===== src/rtl/hazard_ctrl_unit_pkg.sv =====
// Shared definitions for the pipeline hazard and forwarding controller:
// default register width, forwarding select codes and FSM state encoding.
package hazard_ctrl_unit_pkg;

  localparam int unsigned REG_AW_DEF = 5;

  localparam logic [1:0] FWD_RF    = 2'b00;
  localparam logic [1:0] FWD_EXMEM = 2'b10;
  localparam logic [1:0] FWD_MEMWB = 2'b01;

  typedef enum logic {
    StRun   = 1'b0,
    StStall = 1'b1
  } state_e;

endpackage


===== src/rtl/hazard_ctrl_unit_if.sv =====
// Bundle of pipeline-register fields consumed by the hazard controller and the
// stall/flush/forwarding controls it returns to the pipeline.
interface hazard_ctrl_unit_if #(
  parameter int unsigned REG_AW = hazard_ctrl_unit_pkg::REG_AW_DEF,
  parameter int unsigned CNT_W  = 32
) ();

  logic [REG_AW-1:0] rs_ID;
  logic [REG_AW-1:0] rt_ID;
  logic              uses_rs_ID;
  logic              uses_rt_ID;
  logic              Branch_ID;
  logic              RegWrite_IDEX;
  logic              MemRead_IDEX;
  logic [REG_AW-1:0] dest_IDEX;
  logic [REG_AW-1:0] rs_IDEX;
  logic [REG_AW-1:0] rt_IDEX;
  logic              RegWrite_EXMEM;
  logic              MemRead_EXMEM;
  logic [REG_AW-1:0] dest_EXMEM;
  logic              RegWrite_MEMWB;
  logic [REG_AW-1:0] dest_MEMWB;
  logic              redirect;

  logic              PCWrite;
  logic              IFIDWrite;
  logic              IDEX_Bubble;
  logic              IFID_Flush;
  logic              IDEX_Flush;
  logic [1:0]        FwdA;
  logic [1:0]        FwdB;
  logic [CNT_W-1:0]  stall_cnt;
  logic [CNT_W-1:0]  flush_cnt;

  modport master (
    output rs_ID, rt_ID, uses_rs_ID, uses_rt_ID, Branch_ID,
    output RegWrite_IDEX, MemRead_IDEX, dest_IDEX, rs_IDEX, rt_IDEX,
    output RegWrite_EXMEM, MemRead_EXMEM, dest_EXMEM,
    output RegWrite_MEMWB, dest_MEMWB, redirect,
    input  PCWrite, IFIDWrite, IDEX_Bubble, IFID_Flush, IDEX_Flush,
    input  FwdA, FwdB, stall_cnt, flush_cnt
  );

  modport slave (
    input  rs_ID, rt_ID, uses_rs_ID, uses_rt_ID, Branch_ID,
    input  RegWrite_IDEX, MemRead_IDEX, dest_IDEX, rs_IDEX, rt_IDEX,
    input  RegWrite_EXMEM, MemRead_EXMEM, dest_EXMEM,
    input  RegWrite_MEMWB, dest_MEMWB, redirect,
    output PCWrite, IFIDWrite, IDEX_Bubble, IFID_Flush, IDEX_Flush,
    output FwdA, FwdB, stall_cnt, flush_cnt
  );

endinterface


===== src/rtl/hazard_ctrl_unit_fwd_select.sv =====
// EX-operand forwarding select for one source register; the younger EX/MEM
// result wins over MEM/WB when both stages write the same register.
module hazard_ctrl_unit_fwd_select
  import hazard_ctrl_unit_pkg::*;
#(
  parameter int unsigned REG_AW = REG_AW_DEF
) (
  input  logic [REG_AW-1:0] i_src,
  input  logic [REG_AW-1:0] i_dest_exmem,
  input  logic              i_we_exmem,
  input  logic [REG_AW-1:0] i_dest_memwb,
  input  logic              i_we_memwb,
  output logic [1:0]        o_sel
);

  logic w_hit_exmem;
  logic w_hit_memwb;

  assign w_hit_exmem = i_we_exmem && (i_dest_exmem == i_src) && (i_dest_exmem != '0);
  assign w_hit_memwb = i_we_memwb && (i_dest_memwb == i_src) && (i_dest_memwb != '0);

  always_comb begin
    o_sel = FWD_RF;
    if (w_hit_exmem) begin
      o_sel = FWD_EXMEM;
    end else if (w_hit_memwb) begin
      o_sel = FWD_MEMWB;
    end
  end

endmodule


===== src/rtl/hazard_ctrl_unit.sv =====
// Hazard and forwarding controller: multi-cycle load-use stall, branch-operand
// stall, redirect flushes, EX forwarding selects and saturating event counters.
module hazard_ctrl_unit
  import hazard_ctrl_unit_pkg::*;
#(
  parameter int unsigned REG_AW     = REG_AW_DEF,
  parameter int unsigned LOAD_LAT   = 1,
  parameter int unsigned RESOLVE_EX = 0,
  parameter int unsigned CNT_W      = 32
) (
  input logic               Clk_in,
  input logic               Rst,
  hazard_ctrl_unit_if.slave bus
);

  localparam logic [3:0]       REM_INIT = 4'(LOAD_LAT - 1);
  localparam logic [CNT_W-1:0] CNT_MAX  = '1;

  state_e           r_state;
  logic [3:0]       r_rem;
  logic [CNT_W-1:0] r_stall_cnt;
  logic [CNT_W-1:0] r_flush_cnt;

  logic w_lu;
  logic w_bh;
  logic w_stall;
  logic w_ifid_flush;

  function automatic logic f_match(logic [REG_AW-1:0] x, logic [REG_AW-1:0] d, logic we);
    return we && (d == x) && (d != '0);
  endfunction

  assign w_lu = bus.MemRead_IDEX &&
                ((bus.uses_rs_ID && f_match(bus.rs_ID, bus.dest_IDEX, 1'b1)) ||
                 (bus.uses_rt_ID && f_match(bus.rt_ID, bus.dest_IDEX, 1'b1)));

  // A branch compares in ID, so it waits on an ALU result still in EX or a load in MEM.
  assign w_bh = bus.Branch_ID &&
                ((bus.uses_rs_ID &&
                  (f_match(bus.rs_ID, bus.dest_IDEX, bus.RegWrite_IDEX) ||
                   f_match(bus.rs_ID, bus.dest_EXMEM, bus.MemRead_EXMEM))) ||
                 (bus.uses_rt_ID &&
                  (f_match(bus.rt_ID, bus.dest_IDEX, bus.RegWrite_IDEX) ||
                   f_match(bus.rt_ID, bus.dest_EXMEM, bus.MemRead_EXMEM))));

  assign w_stall      = w_lu || w_bh || (r_state == StStall);
  assign w_ifid_flush = bus.redirect && !w_stall;

  assign bus.PCWrite     = !w_stall;
  assign bus.IFIDWrite   = !w_stall;
  assign bus.IDEX_Bubble = w_stall;
  assign bus.IFID_Flush  = w_ifid_flush;
  assign bus.IDEX_Flush  = w_ifid_flush && (RESOLVE_EX != 0);
  assign bus.stall_cnt   = r_stall_cnt;
  assign bus.flush_cnt   = r_flush_cnt;

  always_ff @(posedge Clk_in) begin
    if (Rst) begin
      r_state     <= StRun;
      r_rem       <= '0;
      r_stall_cnt <= '0;
      r_flush_cnt <= '0;
    end else begin
      unique case (r_state)
        StRun: begin
          if (w_lu && (LOAD_LAT > 1)) begin
            r_state <= StStall;
            r_rem   <= REM_INIT;
          end
        end
        StStall: begin
          // New hazards seen here are already covered by the ongoing stall.
          if (r_rem == 4'd1) begin
            r_state <= StRun;
            r_rem   <= '0;
          end else begin
            r_rem <= r_rem - 4'd1;
          end
        end
      endcase
      if (w_stall && (r_stall_cnt != CNT_MAX)) begin
        r_stall_cnt <= r_stall_cnt + CNT_W'(1);
      end
      if (w_ifid_flush && (r_flush_cnt != CNT_MAX)) begin
        r_flush_cnt <= r_flush_cnt + CNT_W'(1);
      end
    end
  end

  hazard_ctrl_unit_fwd_select #(
    .REG_AW (REG_AW)
  ) u_fwd_a (
    .i_src        (bus.rs_IDEX),
    .i_dest_exmem (bus.dest_EXMEM),
    .i_we_exmem   (bus.RegWrite_EXMEM),
    .i_dest_memwb (bus.dest_MEMWB),
    .i_we_memwb   (bus.RegWrite_MEMWB),
    .o_sel        (bus.FwdA)
  );

  hazard_ctrl_unit_fwd_select #(
    .REG_AW (REG_AW)
  ) u_fwd_b (
    .i_src        (bus.rt_IDEX),
    .i_dest_exmem (bus.dest_EXMEM),
    .i_we_exmem   (bus.RegWrite_EXMEM),
    .i_dest_memwb (bus.dest_MEMWB),
    .i_we_memwb   (bus.RegWrite_MEMWB),
    .o_sel        (bus.FwdB)
  );

endmodule

===== src/flat_wrapper.sv =====
// flat-port wrapper written by rule: the top's interface ports become plain ports
module hazard_ctrl_unit_flat import hazard_ctrl_unit_pkg::*;
#(
  parameter int unsigned REG_AW     = REG_AW_DEF,
  parameter int unsigned LOAD_LAT   = 1,
  parameter int unsigned RESOLVE_EX = 0,
  parameter int unsigned CNT_W      = 32
)
  (Clk_in, Rst, bus_rs_ID, bus_rt_ID, bus_uses_rs_ID, bus_uses_rt_ID, bus_Branch_ID, bus_RegWrite_IDEX, bus_MemRead_IDEX, bus_dest_IDEX, bus_rs_IDEX, bus_rt_IDEX, bus_RegWrite_EXMEM, bus_MemRead_EXMEM, bus_dest_EXMEM, bus_RegWrite_MEMWB, bus_dest_MEMWB, bus_redirect, bus_PCWrite, bus_IFIDWrite, bus_IDEX_Bubble, bus_IFID_Flush, bus_IDEX_Flush, bus_FwdA, bus_FwdB, bus_stall_cnt, bus_flush_cnt);
  hazard_ctrl_unit_if #(.REG_AW(REG_AW), .CNT_W(CNT_W)) bus_i ();
  input logic Clk_in;
  input logic Rst;
  input wire logic [$bits(bus_i.rs_ID)-1:0] bus_rs_ID;
  input wire logic [$bits(bus_i.rt_ID)-1:0] bus_rt_ID;
  input wire logic [$bits(bus_i.uses_rs_ID)-1:0] bus_uses_rs_ID;
  input wire logic [$bits(bus_i.uses_rt_ID)-1:0] bus_uses_rt_ID;
  input wire logic [$bits(bus_i.Branch_ID)-1:0] bus_Branch_ID;
  input wire logic [$bits(bus_i.RegWrite_IDEX)-1:0] bus_RegWrite_IDEX;
  input wire logic [$bits(bus_i.MemRead_IDEX)-1:0] bus_MemRead_IDEX;
  input wire logic [$bits(bus_i.dest_IDEX)-1:0] bus_dest_IDEX;
  input wire logic [$bits(bus_i.rs_IDEX)-1:0] bus_rs_IDEX;
  input wire logic [$bits(bus_i.rt_IDEX)-1:0] bus_rt_IDEX;
  input wire logic [$bits(bus_i.RegWrite_EXMEM)-1:0] bus_RegWrite_EXMEM;
  input wire logic [$bits(bus_i.MemRead_EXMEM)-1:0] bus_MemRead_EXMEM;
  input wire logic [$bits(bus_i.dest_EXMEM)-1:0] bus_dest_EXMEM;
  input wire logic [$bits(bus_i.RegWrite_MEMWB)-1:0] bus_RegWrite_MEMWB;
  input wire logic [$bits(bus_i.dest_MEMWB)-1:0] bus_dest_MEMWB;
  input wire logic [$bits(bus_i.redirect)-1:0] bus_redirect;
  output wire logic [$bits(bus_i.PCWrite)-1:0] bus_PCWrite;
  output wire logic [$bits(bus_i.IFIDWrite)-1:0] bus_IFIDWrite;
  output wire logic [$bits(bus_i.IDEX_Bubble)-1:0] bus_IDEX_Bubble;
  output wire logic [$bits(bus_i.IFID_Flush)-1:0] bus_IFID_Flush;
  output wire logic [$bits(bus_i.IDEX_Flush)-1:0] bus_IDEX_Flush;
  output wire logic [$bits(bus_i.FwdA)-1:0] bus_FwdA;
  output wire logic [$bits(bus_i.FwdB)-1:0] bus_FwdB;
  output wire logic [$bits(bus_i.stall_cnt)-1:0] bus_stall_cnt;
  output wire logic [$bits(bus_i.flush_cnt)-1:0] bus_flush_cnt;
  assign bus_i.rs_ID = bus_rs_ID;
  assign bus_i.rt_ID = bus_rt_ID;
  assign bus_i.uses_rs_ID = bus_uses_rs_ID;
  assign bus_i.uses_rt_ID = bus_uses_rt_ID;
  assign bus_i.Branch_ID = bus_Branch_ID;
  assign bus_i.RegWrite_IDEX = bus_RegWrite_IDEX;
  assign bus_i.MemRead_IDEX = bus_MemRead_IDEX;
  assign bus_i.dest_IDEX = bus_dest_IDEX;
  assign bus_i.rs_IDEX = bus_rs_IDEX;
  assign bus_i.rt_IDEX = bus_rt_IDEX;
  assign bus_i.RegWrite_EXMEM = bus_RegWrite_EXMEM;
  assign bus_i.MemRead_EXMEM = bus_MemRead_EXMEM;
  assign bus_i.dest_EXMEM = bus_dest_EXMEM;
  assign bus_i.RegWrite_MEMWB = bus_RegWrite_MEMWB;
  assign bus_i.dest_MEMWB = bus_dest_MEMWB;
  assign bus_i.redirect = bus_redirect;
  assign bus_PCWrite = bus_i.PCWrite;
  assign bus_IFIDWrite = bus_i.IFIDWrite;
  assign bus_IDEX_Bubble = bus_i.IDEX_Bubble;
  assign bus_IFID_Flush = bus_i.IFID_Flush;
  assign bus_IDEX_Flush = bus_i.IDEX_Flush;
  assign bus_FwdA = bus_i.FwdA;
  assign bus_FwdB = bus_i.FwdB;
  assign bus_stall_cnt = bus_i.stall_cnt;
  assign bus_flush_cnt = bus_i.flush_cnt;
  hazard_ctrl_unit #(.REG_AW(REG_AW), .LOAD_LAT(LOAD_LAT), .RESOLVE_EX(RESOLVE_EX), .CNT_W(CNT_W)) u_core (.Clk_in(Clk_in), .Rst(Rst), .bus(bus_i));
endmodule

===== config.mk =====
export PLATFORM = sky130hd
export DESIGN_NAME = hazard_ctrl_unit_flat
export DESIGN_NICKNAME = d
export VERILOG_FILES = /design/src/rtl/hazard_ctrl_unit_pkg.sv /design/src/rtl/hazard_ctrl_unit_if.sv /design/src/rtl/hazard_ctrl_unit_fwd_select.sv /design/src/rtl/hazard_ctrl_unit.sv /design/src/flat_wrapper.sv
export SDC_FILE = /design/constraint.sdc
export NUM_CORES = 1
export LEC_CHECK = 0
export BUFFER_PORTS_ARGS = -buffer_cell sky130_fd_sc_hd__buf_2
export CORE_MARGIN = 5
export CORE_UTILIZATION = 30
export CTS_CLUSTER_DIAMETER = 80
export CTS_CLUSTER_SIZE = 40
export DETAILED_ROUTE_END_ITERATION = 10
export PLACE_DENSITY = 0.56
export SLEW_MARGIN = 20
export SYNTH_ARGS = -nofsm -noshare
export SYNTH_HDL_FRONTEND = slang
export SYNTH_SLANG_ARGS = --single-unit
export TNS_END_PERCENT = 1

===== constraint.sdc =====
create_clock -name Clk_in -period 8.3 [get_ports Clk_in]
set_clock_uncertainty 0.2 [all_clocks]
set_input_delay 1.66 -clock Clk_in [delete_from_list [all_inputs] [get_ports Clk_in]]
set_output_delay 1.66 -clock Clk_in [all_outputs]
set_load 0.02 [all_outputs]

==> impl_metrics.tcl <==
set metrics [dict create \
    status "finished, final reports clean" \
    wl_per_cell_um 15.14 \
    grt_pass1_vias 4103 \
    die_area_mm2 0.01708 \
    finalWirelength_um 12380 \
    rsz0062_at_grt "no" \
    via_count 4322 \
    p_leak_nw 2.044 \
    cpPeakStageDelay_ns 0.58 \
    required_ns 6.44 \
    maxCapViolations 0 \
    drc 0 \
    clkSinkCount 69 \
    p_total_uw 771.6 \
    die_x_um 130.7 \
    syn-cell-area_mm2 0.004369 \
    grt.overflow.total 0 \
    fin_crit_ns 5.542 \
    numCtsBuffers 9 \
    final_area_mm2 0.005296 \
    vdd_drop_max_v 0.00008455 \
    worst_pin_slew_ns 0.9709 \
    final_cell_mix "117 x buf_2, 69 x dfxtp_1, 43 x a21oi_1, 42 x nor2_1, 33 x or4_1" \
    ys_types 46 \
    synth-seq-cells 69 \
    finalCritPeriodShare_pct 66.77 \
    met1_usage_pct 17.85 \
    worstPathMaxFanout 61 \
    cts_setup_buffers 0 \
    synth_ff_type "dfxtp_1" \
    grtUsageMet3_pct 4.065 \
    fmax_ghz 0.1804 \
    drtAntennaViolNets 0 \
    htree_levels 3 \
    synth-edff-count 0 \
    placed_area_mm2 0.005015 \
    finalSetupViolCount 0 \
    start_kind "input port" \
    endpoint_kind "output port" \
    rows 44 \
    syn_inst 540 \
    routed_via_density 5.284 \
    top_usage_layer "met2" \
    hold_violations 0 \
    slew_headroom_pct 35.27 \
    p_per_area_mw_per_mm2 145.7 \
    initial_core_util_pct 30.29 \
    crit_chain "buf_2 > nor3_2 > nand2_1 > and3_4 > a221oi_4 > buf_4 > buf_2" \
    num_io_pins 119 \
    synthArstFlopShare_pct 0 \
    grt_max_degree 96 \
    ctsHoldBuffers 0 \
    crit_top_cell "buf_2" \
    timing.setup.tns_ns 0 \
    antenna_found_initial 0 \
    place_hpwl_um 8948 \
    final_max_slew_viol_count 0 \
    yosysWarnings 0 \
    synth_fp_nets 590 \
    grt_pass1_wl_um 19950 \
    layout_commonest_cell "buf_2" \
    grt_usage_pct 14.30 \
    clock_path_buffers 2 \
    root_buffer "clkbuf_16" \
    diodes 0 \
    drt_iter0_drc 190 \
    use_met2_pct 24.65 \
    core_mm2 0.01442 \
    numPortBuffers 117 \
    hold_class "reg -> reg" \
    path_class "in -> out" \
    holdWs_ns 0.2903 \
    clkLatencyLatePin_ns 0.33 \
    syn2layout_area_growth_pct 21.22 \
    cp_slowest_cell "buf_4" \
    gp_congestion 0.8114 \
    die_y_um 130.7 \
    drt-pass1-iter-count 4 \
    cts.clk_slew.worst_paths_ns 0.05 \
    synth.avg_cell_area_um2 8.091 \
    drive_above_1_share_pct 27.13 \
    postCtsResizedCells 0 \
    cts_tree "done" \
    worstPathArrival_ns 3.68 \
    synth_seq_area_share_pct 31.62 \
    nets 680 \
]
through the flow:
stage / instances / setup WS (ns) / utilization, %
6_report: 818 / 2.758 / 36.72
5_1_grt: 818 / 2.577 / 36.72
4_1_cts: 818 / 2.764 / 36.72
3_5_place_dp: 803 / 2.769 / 34.77
3_3_place_gp: 803 / 2.788 / 34.77
2_1_floorplan: 540 / 2.993 / -
synth_stat cells, types with 3 or more instances:
cell type   n  area share [%]
dfxtp_1    69              32
a21oi_1    43             4.9
nor2_1     42             3.6
or4_1      33             5.7
nand3_1    30             3.4
nor2b_1    30             4.3
o31ai_1    28             4.8
mux2_2     27             7.0
nand4_1    26             3.7
xnor2_1    26             5.2
nand2_1    22             1.9
clkbuf_1   20             1.7
nor3_1     19             2.2
xor2_1     14             2.8
and3_1     13             1.9
buf_2      13             1.5
o21ai_0    12             1.4
or3_1      11             1.6
and4_1      8             1.6
inv_1       8            0.69
buf_4       6             1.0
nor4_1      5            0.72
ha_1        4             1.1
and2_1      3            0.43
per-layer routing:
layer,vias up,wire [um]
li1,2165,-
met1,2052,5603
met2,95,6097
met3,10,577
met4,0,103
met5,-,0
worst paths after layout:
| check | start | end | slack (ns) | cells after the start |
|---|---|---|---|---|
| setup / recovery | bus_dest_EXMEM[0] | bus_IFIDWrite | 2.76 | 7 |
| hold / removal | u_core.bus.stall_cnt[27] | u_core.bus.stall_cnt[27] | 0.29 | 2 |
| setup reg to reg | u_core.bus.stall_cnt[3] | u_core.bus.stall_cnt[25] | 5.21 | 7 |
| hold reg to reg | u_core.bus.stall_cnt[27] | u_core.bus.stall_cnt[27] | 0.29 | 2 |
kinds of logic (layout without fill, tap and decap cells):
kind of cell / Yosys count / in the layout / synth area share [%]
XOR/XNOR: 40 / 40 / 8.018
AO/OA/AOI/OAI: 95 / 95 / 13.72
adder cells (fa/ha/maj): 4 / 4 / 1.146
other: 1 / 1 / 0.08583
multiplexers: 27 / 27 / 6.959
flip-flops: 69 / 69 / 31.62
AND/OR/NAND/NOR: 254 / 254 / 33.28
buffers and inverters: 50 / 144 / 5.183
final cells by class:
class	count	area, um^2
Sequential cell	69	1381
Multi-Input combinational cell	421	2761
Clock inverter	5	52.55
Fill cell	1509	9128
Timing Repair Buffer	120	608.1
Clock buffer	10	229.0
Inverter	9	33.78
Tap cell	184	230.2
critical path: cells and delay by family:
| kind | cells | cell delay [ns] |
|---|---|---|
| AO/OA/AOI/OAI | 1 | 0.54 |
| buffers and inverters | 3 | 1.01 |
| AND/OR/NAND/NOR | 3 | 0.44 |
flip-flops by register name, indices dropped and copies added, names as in the netlist:
name / flops
u_core.r_state: 1
u_core.bus.stall_cnt: 32
u_core.r_rem: 4
u_core.bus.flush_cnt: 32
where the power goes:
| part | switching [mW] | total (mW) | internal, mW |
|---|---|---|---|
| logic | 0.0413 | 0.0678 | 0.0265 |
| clock network | 0.141 | 0.370 | 0.229 |
| registers | 0.00136 | 0.334 | 0.332 |
Power figures use the tool's default switching activity.
